===== src/rtl/alu_share_arbiter_pkg.sv =====
// alu_arb_pkg
//   Shared definitions for the two-requester ALU sharing arbiter:
//   FSM state encoding, the 6-bit ALUControl opcodes understood by the
//   shared ALU, the default ALU latency and a one-hot helper.
//   No ports (package).
package alu_arb_pkg;

   typedef enum logic [1:0] {
      ST_IDLE = 2'b00,
      ST_EXEC = 2'b01,
      ST_RESP = 2'b10
   } arb_state_t;

   localparam logic [5:0] OP_ADD = 6'b100000;
   localparam logic [5:0] OP_SUB = 6'b100010;
   localparam logic [5:0] OP_AND = 6'b100100;
   localparam logic [5:0] OP_OR  = 6'b100101;
   localparam logic [5:0] OP_SLT = 6'b101010;

   localparam int ALU_LAT_DEFAULT = 1;

   // Requester index -> one-hot 2-bit vector.
   function automatic logic [1:0] onehot2(input logic idx);
      return idx ? 2'b10 : 2'b01;
   endfunction

endpackage


===== src/rtl/alu_share_arbiter_rr.sv =====
// rr_arbiter_2
//   Two-way round-robin grant logic (purely combinational).
//   Ports:
//     req  [1:0] in  : request bits, bit i = requester i
//     last       in  : index of the requester granted most recently
//     gnt  [1:0] out : one-hot grant (all zero when nobody requests)
//   A lone requester always wins; on a tie the one that was not granted
//   last time wins.
module rr_arbiter_2 (
   input  logic [1:0] req,
   input  logic       last,
   output logic [1:0] gnt
);

   // Grant selection from the request pattern and previous winner.
   always_comb begin
      gnt = 2'b00;
      case (req)
         2'b01:   gnt = 2'b01;
         2'b10:   gnt = 2'b10;
         2'b11:   gnt = last ? 2'b01 : 2'b10;
         default: gnt = 2'b00;
      endcase
   end

endmodule


===== src/rtl/alu_share_arbiter.sv =====
// alu_share_arbiter
//   Shares one ALU between two requesters. A request is accepted in IDLE,
//   its operands are held on the ALU for ALU_LAT cycles (EXEC), the result
//   is captured and offered back to the owning requester (RESP) until it
//   is accepted, after which the arbiter returns to IDLE.
//   Optional build macro: ALU_ARB_STATS_EN enables saturating per-requester
//   grant counters; without it GrantCnt0/GrantCnt1 are tied to zero.
//   Ports:
//     Clk, Reset (async, active-high)
//     ReqValid/ReqReady [1:0]     : request handshake per requester
//     ReqOp [11:0], ReqA/ReqB [63:0] : per-requester opcode / operands
//     RspValid/RspReady [1:0]     : response handshake (RspValid one-hot)
//     RspResult [31:0], RspZero   : response data
//     ALUControl, ALUA, ALUB      : drive the shared ALU
//     ALUResult, ALUZero          : returned by the shared ALU
//     Busy                        : high whenever not IDLE
//     GrantCnt0/GrantCnt1 [15:0]  : grant statistics
module alu_share_arbiter
   import alu_arb_pkg::*;
#(
   parameter int ALU_LAT = ALU_LAT_DEFAULT
) (
   input  logic        Clk,
   input  logic        Reset,
   input  logic [1:0]  ReqValid,
   output logic [1:0]  ReqReady,
   input  logic [11:0] ReqOp,
   input  logic [63:0] ReqA,
   input  logic [63:0] ReqB,
   output logic [1:0]  RspValid,
   input  logic [1:0]  RspReady,
   output logic [31:0] RspResult,
   output logic        RspZero,
   output logic [5:0]  ALUControl,
   output logic [31:0] ALUA,
   output logic [31:0] ALUB,
   input  logic [31:0] ALUResult,
   input  logic        ALUZero,
   output logic        Busy,
   output logic [15:0] GrantCnt0,
   output logic [15:0] GrantCnt1
);

   localparam logic [2:0] LAT_C = ALU_LAT[2:0];

   arb_state_t state_r;
   arb_state_t state_next_s;
   logic [2:0] cnt_r;
   logic       gnt_idx_r;
   logic       last_grant_r;
   logic [1:0] gnt_s;
   logic       grant_fire_s;

   rr_arbiter_2 u_rr (
      .req  (ReqValid),
      .last (last_grant_r),
      .gnt  (gnt_s)
   );

   assign grant_fire_s = (state_r == ST_IDLE) && (ReqValid != 2'b00);

   // FSM state register.
   always_ff @(posedge Clk or posedge Reset) begin
      if (Reset) begin
         state_r <= ST_IDLE;
      end else begin
         state_r <= state_next_s;
      end
   end

   // FSM next-state logic.
   always_comb begin
      state_next_s = state_r;
      case (state_r)
         ST_IDLE: begin
            if (ReqValid != 2'b00) begin
               state_next_s = ST_EXEC;
            end else begin
               state_next_s = ST_IDLE;
            end
         end
         ST_EXEC: begin
            if (cnt_r == 3'd1) begin
               state_next_s = ST_RESP;
            end else begin
               state_next_s = ST_EXEC;
            end
         end
         ST_RESP: begin
            // Only the owner's RspReady completes the handshake.
            if (RspReady[gnt_idx_r]) begin
               state_next_s = ST_IDLE;
            end else begin
               state_next_s = ST_RESP;
            end
         end
         default: state_next_s = ST_IDLE;
      endcase
   end

   // FSM outputs: request accept and busy flag.
   always_comb begin
      ReqReady = 2'b00;
      Busy     = (state_r != ST_IDLE);
      if ((state_r == ST_IDLE) && !Reset) begin
         ReqReady = gnt_s;
      end else begin
         ReqReady = 2'b00;
      end
   end

   // Datapath: operand capture at grant, latency countdown, result capture.
   always_ff @(posedge Clk or posedge Reset) begin
      if (Reset) begin
         ALUControl   <= 6'b000000;
         ALUA         <= 32'h0000_0000;
         ALUB         <= 32'h0000_0000;
         RspResult    <= 32'h0000_0000;
         RspZero      <= 1'b0;
         RspValid     <= 2'b00;
         cnt_r        <= 3'd0;
         gnt_idx_r    <= 1'b0;
         last_grant_r <= 1'b1;
      end else begin
         case (state_r)
            ST_IDLE: begin
               if (grant_fire_s) begin
                  ALUControl   <= gnt_s[1] ? ReqOp[11:6]  : ReqOp[5:0];
                  ALUA         <= gnt_s[1] ? ReqA[63:32]  : ReqA[31:0];
                  ALUB         <= gnt_s[1] ? ReqB[63:32]  : ReqB[31:0];
                  cnt_r        <= LAT_C;
                  gnt_idx_r    <= gnt_s[1];
                  last_grant_r <= gnt_s[1];
               end
            end
            ST_EXEC: begin
               cnt_r <= cnt_r - 3'd1;
               // Counter at 1 marks the cycle the ALU output is valid.
               if (cnt_r == 3'd1) begin
                  RspResult <= ALUResult;
                  RspZero   <= ALUZero;
                  RspValid  <= onehot2(gnt_idx_r);
               end
            end
            ST_RESP: begin
               if (RspReady[gnt_idx_r]) begin
                  RspValid <= 2'b00;
               end
            end
            default: begin
               RspValid <= 2'b00;
            end
         endcase
      end
   end

`ifdef ALU_ARB_STATS_EN
   logic [15:0] grant_cnt0_r;
   logic [15:0] grant_cnt1_r;

   // Saturating grant counters, one per requester.
   always_ff @(posedge Clk or posedge Reset) begin
      if (Reset) begin
         grant_cnt0_r <= 16'h0000;
         grant_cnt1_r <= 16'h0000;
      end else begin
         if (grant_fire_s && gnt_s[0] && (grant_cnt0_r != 16'hFFFF)) begin
            grant_cnt0_r <= grant_cnt0_r + 16'h0001;
         end
         if (grant_fire_s && gnt_s[1] && (grant_cnt1_r != 16'hFFFF)) begin
            grant_cnt1_r <= grant_cnt1_r + 16'h0001;
         end
      end
   end

   assign GrantCnt0 = grant_cnt0_r;
   assign GrantCnt1 = grant_cnt1_r;
`else
   assign GrantCnt0 = 16'h0000;
   assign GrantCnt1 = 16'h0000;
`endif

endmodule


===== config.mk =====
export PLATFORM = sky130hd
export DESIGN_NAME = alu_share_arbiter
export DESIGN_NICKNAME = d
export VERILOG_FILES = /design/src/rtl/alu_share_arbiter_pkg.sv /design/src/rtl/alu_share_arbiter_rr.sv /design/src/rtl/alu_share_arbiter.sv
export SDC_FILE = /design/constraint.sdc
export NUM_CORES = 1
export LEC_CHECK = 0
export CORE_MARGIN = 4
export CORE_UTILIZATION = 40
export CTS_CLUSTER_SIZE = 8
export DETAILED_ROUTE_END_ITERATION = 10
export HOLD_SLACK_MARGIN = 0.05
export PLACE_DENSITY = 0.8
export RECOVER_POWER = 100
export SYNTH_ARGS = -nofsm -noshare
export SYNTH_HDL_FRONTEND = slang
export SYNTH_SLANG_ARGS = --single-unit

===== constraint.sdc =====
create_clock -name Clk -period 5.4 [get_ports Clk]
set_clock_uncertainty 0.2 [all_clocks]
set_input_delay 1.08 -clock Clk [delete_from_list [all_inputs] [get_ports Clk]]
set_output_delay 1.08 -clock Clk [all_outputs]
set_load 0.03 [all_outputs]

## Word level (Yosys, flattened, before mapping)

Index checks and enable logic that the tools add are counted.

| storage, ports and cells | value |
|---|---|
| register bits | 112 |
| input port bits | 179 |
| output and inout bits | 140 |
| word-level logic and storage cells | 51 |

| cells by class | value |
|---|---|
| add/subtract/negate cells | 1 |
| order comparisons | 1 |
| equal/unequal tests | 9 |
| multiplexer cells | 18 |
| bitwise gates (word level) | 1 |
| reductions and logical operators | 11 |

Operators with widths:

| cell | count |
|---|---|
| two-way mux 32 bit | 2 |
| case mux 2 bit (3 select lines) | 3 |
| two-way mux 2 bit | 7 |
| == test 2 bit (second input constant) | 3 |
| two-way mux 6 bit | 1 |
| inequality test 2 bit (second input constant) | 3 |
| case mux 3 bit (2 select lines) | 1 |
| AND reduction 2 bit | 3 |
| nonzero test 2 bit | 3 |
| == test 2 x 1 -> 1 bit (second input constant) | 2 |
| == test 3 x 1 -> 1 bit (second input constant) | 1 |
| two-way mux 1 bit | 3 |
| two-way mux 3 bit | 1 |
| AND reduction 3 bit | 1 |
| subtractor 3 x 1 -> 3 bit (second input constant) | 1 |
| logical AND 1 bit | 2 |
| zero test 2 bit | 1 |
| less-than comparator 1 x 2 -> 1 bit (second input constant) | 1 |
| zero test 1 bit | 1 |
| NOT 1 bit | 1 |

## Logic depth before layout (Yosys ltp)

| logic depth | value |
|---|---|
| depth after elaboration | 4 |
| mapped depth | 7 |
| mapped depth without buffers | 5 |

## Hierarchy

Synthesis repeated with hierarchy kept, for this count alone.

| unflattened totals | value |
|---|---|
| cells, all modules | 459 |
| area total of the unflattened synthesis | 5268.8 sq um |

Modules (own cells, without submodules):

| module | times used | cells each | area each (sq um) | sequential area each (sq um) |
|---|---|---|---|---|
| alu_share_arbiter | 1 | 456 | 5250.0 | 2803.9 |
| rr_arbiter_2 | 1 | 3 | 18.8 | 0.0 |

## Least setup slack after synthesis

OpenSTA, ideal clock, no wires.

| timing | value |
|---|---|
| path kind | in2out |
| from | in ReqValid[1] |
| to | out ReqReady[1] |
| arrival time | 2.335 ns |
| data required time | 4.120 ns |
| slack | 1.785 ns |
| cell stages on the path | 4 |
| path buffers | 2 |
| cells stage by stage | a21bo_2 -> buf_4 -> clkbuf_1 -> nor3_1 |

| between the ends | value |
|---|---|
| word-level cells in the longest chain between the ends | 3 |
| elaborated cells between the ends (all ways) | 5 |
| classes of those cells | eq/ne (3); mux (2) |

RTL lines:

| element | line | text |
|---|---|---|
| start: declaration | alu_share_arbiter.sv:25 | `input logic [1:0] ReqValid,` |
| == test 2 bit or == test 2 x 1 -> 1 bit (tied branches) | alu_share_arbiter_rr.sv:18 | `case (req)` |
| case mux 2 bit (3 select lines) * | alu_share_arbiter_rr.sv:18 |  |
| two-way mux 2 bit * | alu_share_arbiter.sv:105 | `if ((state_r == ST_IDLE) && !Reset) begin` |
| end: declaration | alu_share_arbiter.sv:26 | `output logic [1:0] ReqReady,` |

Mark *: on every way between the ends. The rest lies on a longest branch, timed or not.

## Worst setup path in the final report

| timing | value |
|---|---|
| from | in ReqValid[1] |
| to | out ReqReady[0] |

Same word-level chain as after synthesis.

==> impl_metrics.json <==
{
  "status": "finished, violations left",
  "violations": "max-capacitance violations, max-slew violations",
  "gp_congestion": 0.766,
  "ctsResizeCount": 0,
  "vias": 4969,
  "synth-compound-area-share": 0.291,
  "first_pass_iters": 4,
  "layout-drive-gt1-share": 0.133,
  "synthArstFlopShare": 1.00,
  "yosys.area_share.simple": 0.0988,
  "fill_cells": 1322,
  "synthTopCellsByCount": "nand2_1, dfrtp_1, a21oi_1",
  "ys_seq_area_frac": 0.447,
  "report.final.hold_viol_count": 0,
  "cts_buffers": 9,
  "synthAdderAreaFrac": 0.00399,
  "synth_area_um2": 6270,
  "yosysMostFrequentCell": "nand2_1",
  "area_growth_pct": 41.3,
  "finalSetupViolCount": 0,
  "setup-tns-final_ns": 0,
  "synth_mux_area_frac": 0.0643,
  "grt_usage": 0.192,
  "synth-main-ff-cell": "dfrtp_1",
  "synthCells": 539,
  "insertion_delay_ns": 0.35,
  "crit_arrival_ns": 2.92,
  "worstSetupPathType": "primary input to output port",
  "hold_ws_ns": 0.281,
  "detailed_place_hpwl_mm": 12.7,
  "dpl_cell_area_um2": 9060,
  "drc": 0,
  "root_buffer": "clkbuf_16",
  "clk_pin_slew_worst_paths_ns": 0.08,
  "fp-row-count": 45,
  "power.density_nw_per_um2": 589,
  "worstHoldPathType": "flip-flop to flip-flop",
  "power_mw": 5.21,
  "yosys.area.top_type": "dfrtp_1",
  "place.port_buffers": 286,
  "antenna_left": 0,
  "wl_per_cell_um": 17.6,
  "worst_pin_slew_ns": 2.25,
  "rsz0062_at_grt": "false",
  "leakage_nw": 3.49,
  "synth_area_leaders": "dfrtp_1, a31oi_4, nand2_1",
  "period_needed_ns": 4.20,
  "start_util": 0.411,
  "drt_wl_total_mm": 17.9,
  "clk_path_buf_depth": 2,
  "post_cts_buffers": 0,
  "cts.sinks": 112,
  "synth_cell_types": 35,
  "synth_edf_count": 0,
  "avgViaCountPerCell": 4.88,
  "cts_tree": "yes",
  "cp-end-kind": "output port",
  "h-tree-depth": 3,
  "finalCritPeriodShare": 0.778,
  "synth_warnings": 0,
  "grt_pass1_vias": 5059,
  "maxSlewViolCount": 159,
  "fp.coreArea_um2": 15300,
  "fp.dieH_um": 133,
  "required_ns": 4.12,
  "drtIter0Drc": 192,
  "die_area_um2": 17700,
  "fin_nets": 983,
  "max_freq_ghz": 0.238,
  "drv_cap": 3,
  "io_pins": 319,
  "cts_hold_buffers": 0,
  "final_area_um2": 8850,
  "slew_headroom": -0.509,
  "crit_fanout": 4,
  "fp.dieW_um": 133,
  "synth_top_family_by_area": "compound AO/OA/AOI/OAI gates",
  "synth_seq_cells": 112,
  "peakVddDrop_mv": 0.262,
  "antenna_found_initial": 1,
  "grt-ovfl-total": 0,
  "grt_first_pass_wirelength_mm": 27.2,
  "grt_start_max_net_pins": 73,
  "synth_xor_xnor_area_share": 0.00140,
  "synth_area_per_cell_um2": 11.6,
  "cp-start-kind": "primary input",
  "synth_top_cell_area_share": 0.443
}
-- power breakdown --
| part | total, mW | switching [mW] | leakage (nW) | internal [mW] |
|---|---|---|---|---|
| Combinational | 3.02 | 1.81 | 2.07 | 1.20 |
| Sequential | 1.51 | 0.235 | 1.28 | 1.27 |
| Clock | 0.693 | 0.325 | 0.146 | 0.368 |
| Total | 5.21 | 2.37 | 3.49 | 2.84 |
-- layout by cell type (no fill, tap or decap), types with 3 or more instances in the layout --
master / count
a31oi_1: 26
clkdlybuf4s50_1: 176
a31oi_2: 23
buf_4: 6
dlygate4sd3_1: 110
inv_1: 4
dfrtp_1: 111
mux2_1: 3
nand2_1: 142
clkbuf_16: 9
a31oi_4: 22
mux2_2: 31
a21oi_1: 72
conb_1: 32
-- cell type report --
cell class                      instances  area (µm²)  area share
Timing Repair Buffer                  296        2930       0.331
Tap cell                              211         264      0.0298
Clock buffer                           10         229      0.0259
Multi-Input combinational cell        378        2530       0.286
Sequential cell                       112        2800       0.317
Inverter                                5        20.0     0.00226
Clock inverter                          6        75.1     0.00848
Antenna cell                            1        2.50    0.000283
-- critical path: stages --
cell,delay (ns)
dlygate4sd3_1,0.62
or2_2,0.15
nand2_1,0.06
nor3_1,0.22
dlygate4sd3_1,0.79
-- kinds of logic after synthesis --
family          Yosys count
fa+ha+maj                 2
xor+xnor                  1
other cells               1
compound gates          151
flops                   112
buf+inv                  80
simple gates            156
mux                      36
-- worst paths after layout --
path                                                start                        end  slack [ns]  cells past startpoint
worst max-delay path                          ReqValid[1]                ReqReady[0]        1.20                      5
min in group asynchronous                           Reset  RspResult[24]$_DFFE_PP0P_        1.66                      2
worst max register to register       cnt_r[1]$_DFFE_PP0P_  RspResult[19]$_DFFE_PP0P_        2.41                      6
worst min-delay path            RspResult[26]$_DFFE_PP0P_  RspResult[26]$_DFFE_PP0P_        0.28                      1
worst min register to register  RspResult[26]$_DFFE_PP0P_  RspResult[26]$_DFFE_PP0P_        0.28                      1
max in group asynchronous                           Reset        ALUB[2]$_DFFE_PP0P_        1.72                      3
-- metrics by stage --
stage	worst slack (ns)	utilization	std cells
floorplan	1.16	-	570
global placement	1.23	0.594	1002
detailed placement	1.21	0.594	1002
CTS	1.21	0.613	1018
global route	1.03	0.580	1019
finish	1.20	0.580	1019
-- registers in the layout, summed over array words and instances (netlist names) --
name	cells
cnt_r	3
state_r	2
RspZero	1
last_grant_r	1
ALUB	32
ALUA	32
ALUControl	6
gnt_idx_r	1
RspValid	2
RspResult	32
-- layer usage --
| layer | routed length (µm) | track usage | share of wire |
|---|---|---|---|
| met4 | 369 | 0.0709 | 0.021 |
| met3 | 1230 | 0.0442 | 0.069 |
| met2 | 9390 | 0.350 | 0.52 |
| met5 | 0 | 0 | 0 |
| met1 | 6930 | 0.220 | 0.39 |
No activity file was read; power rests on OpenSTA's default activity.
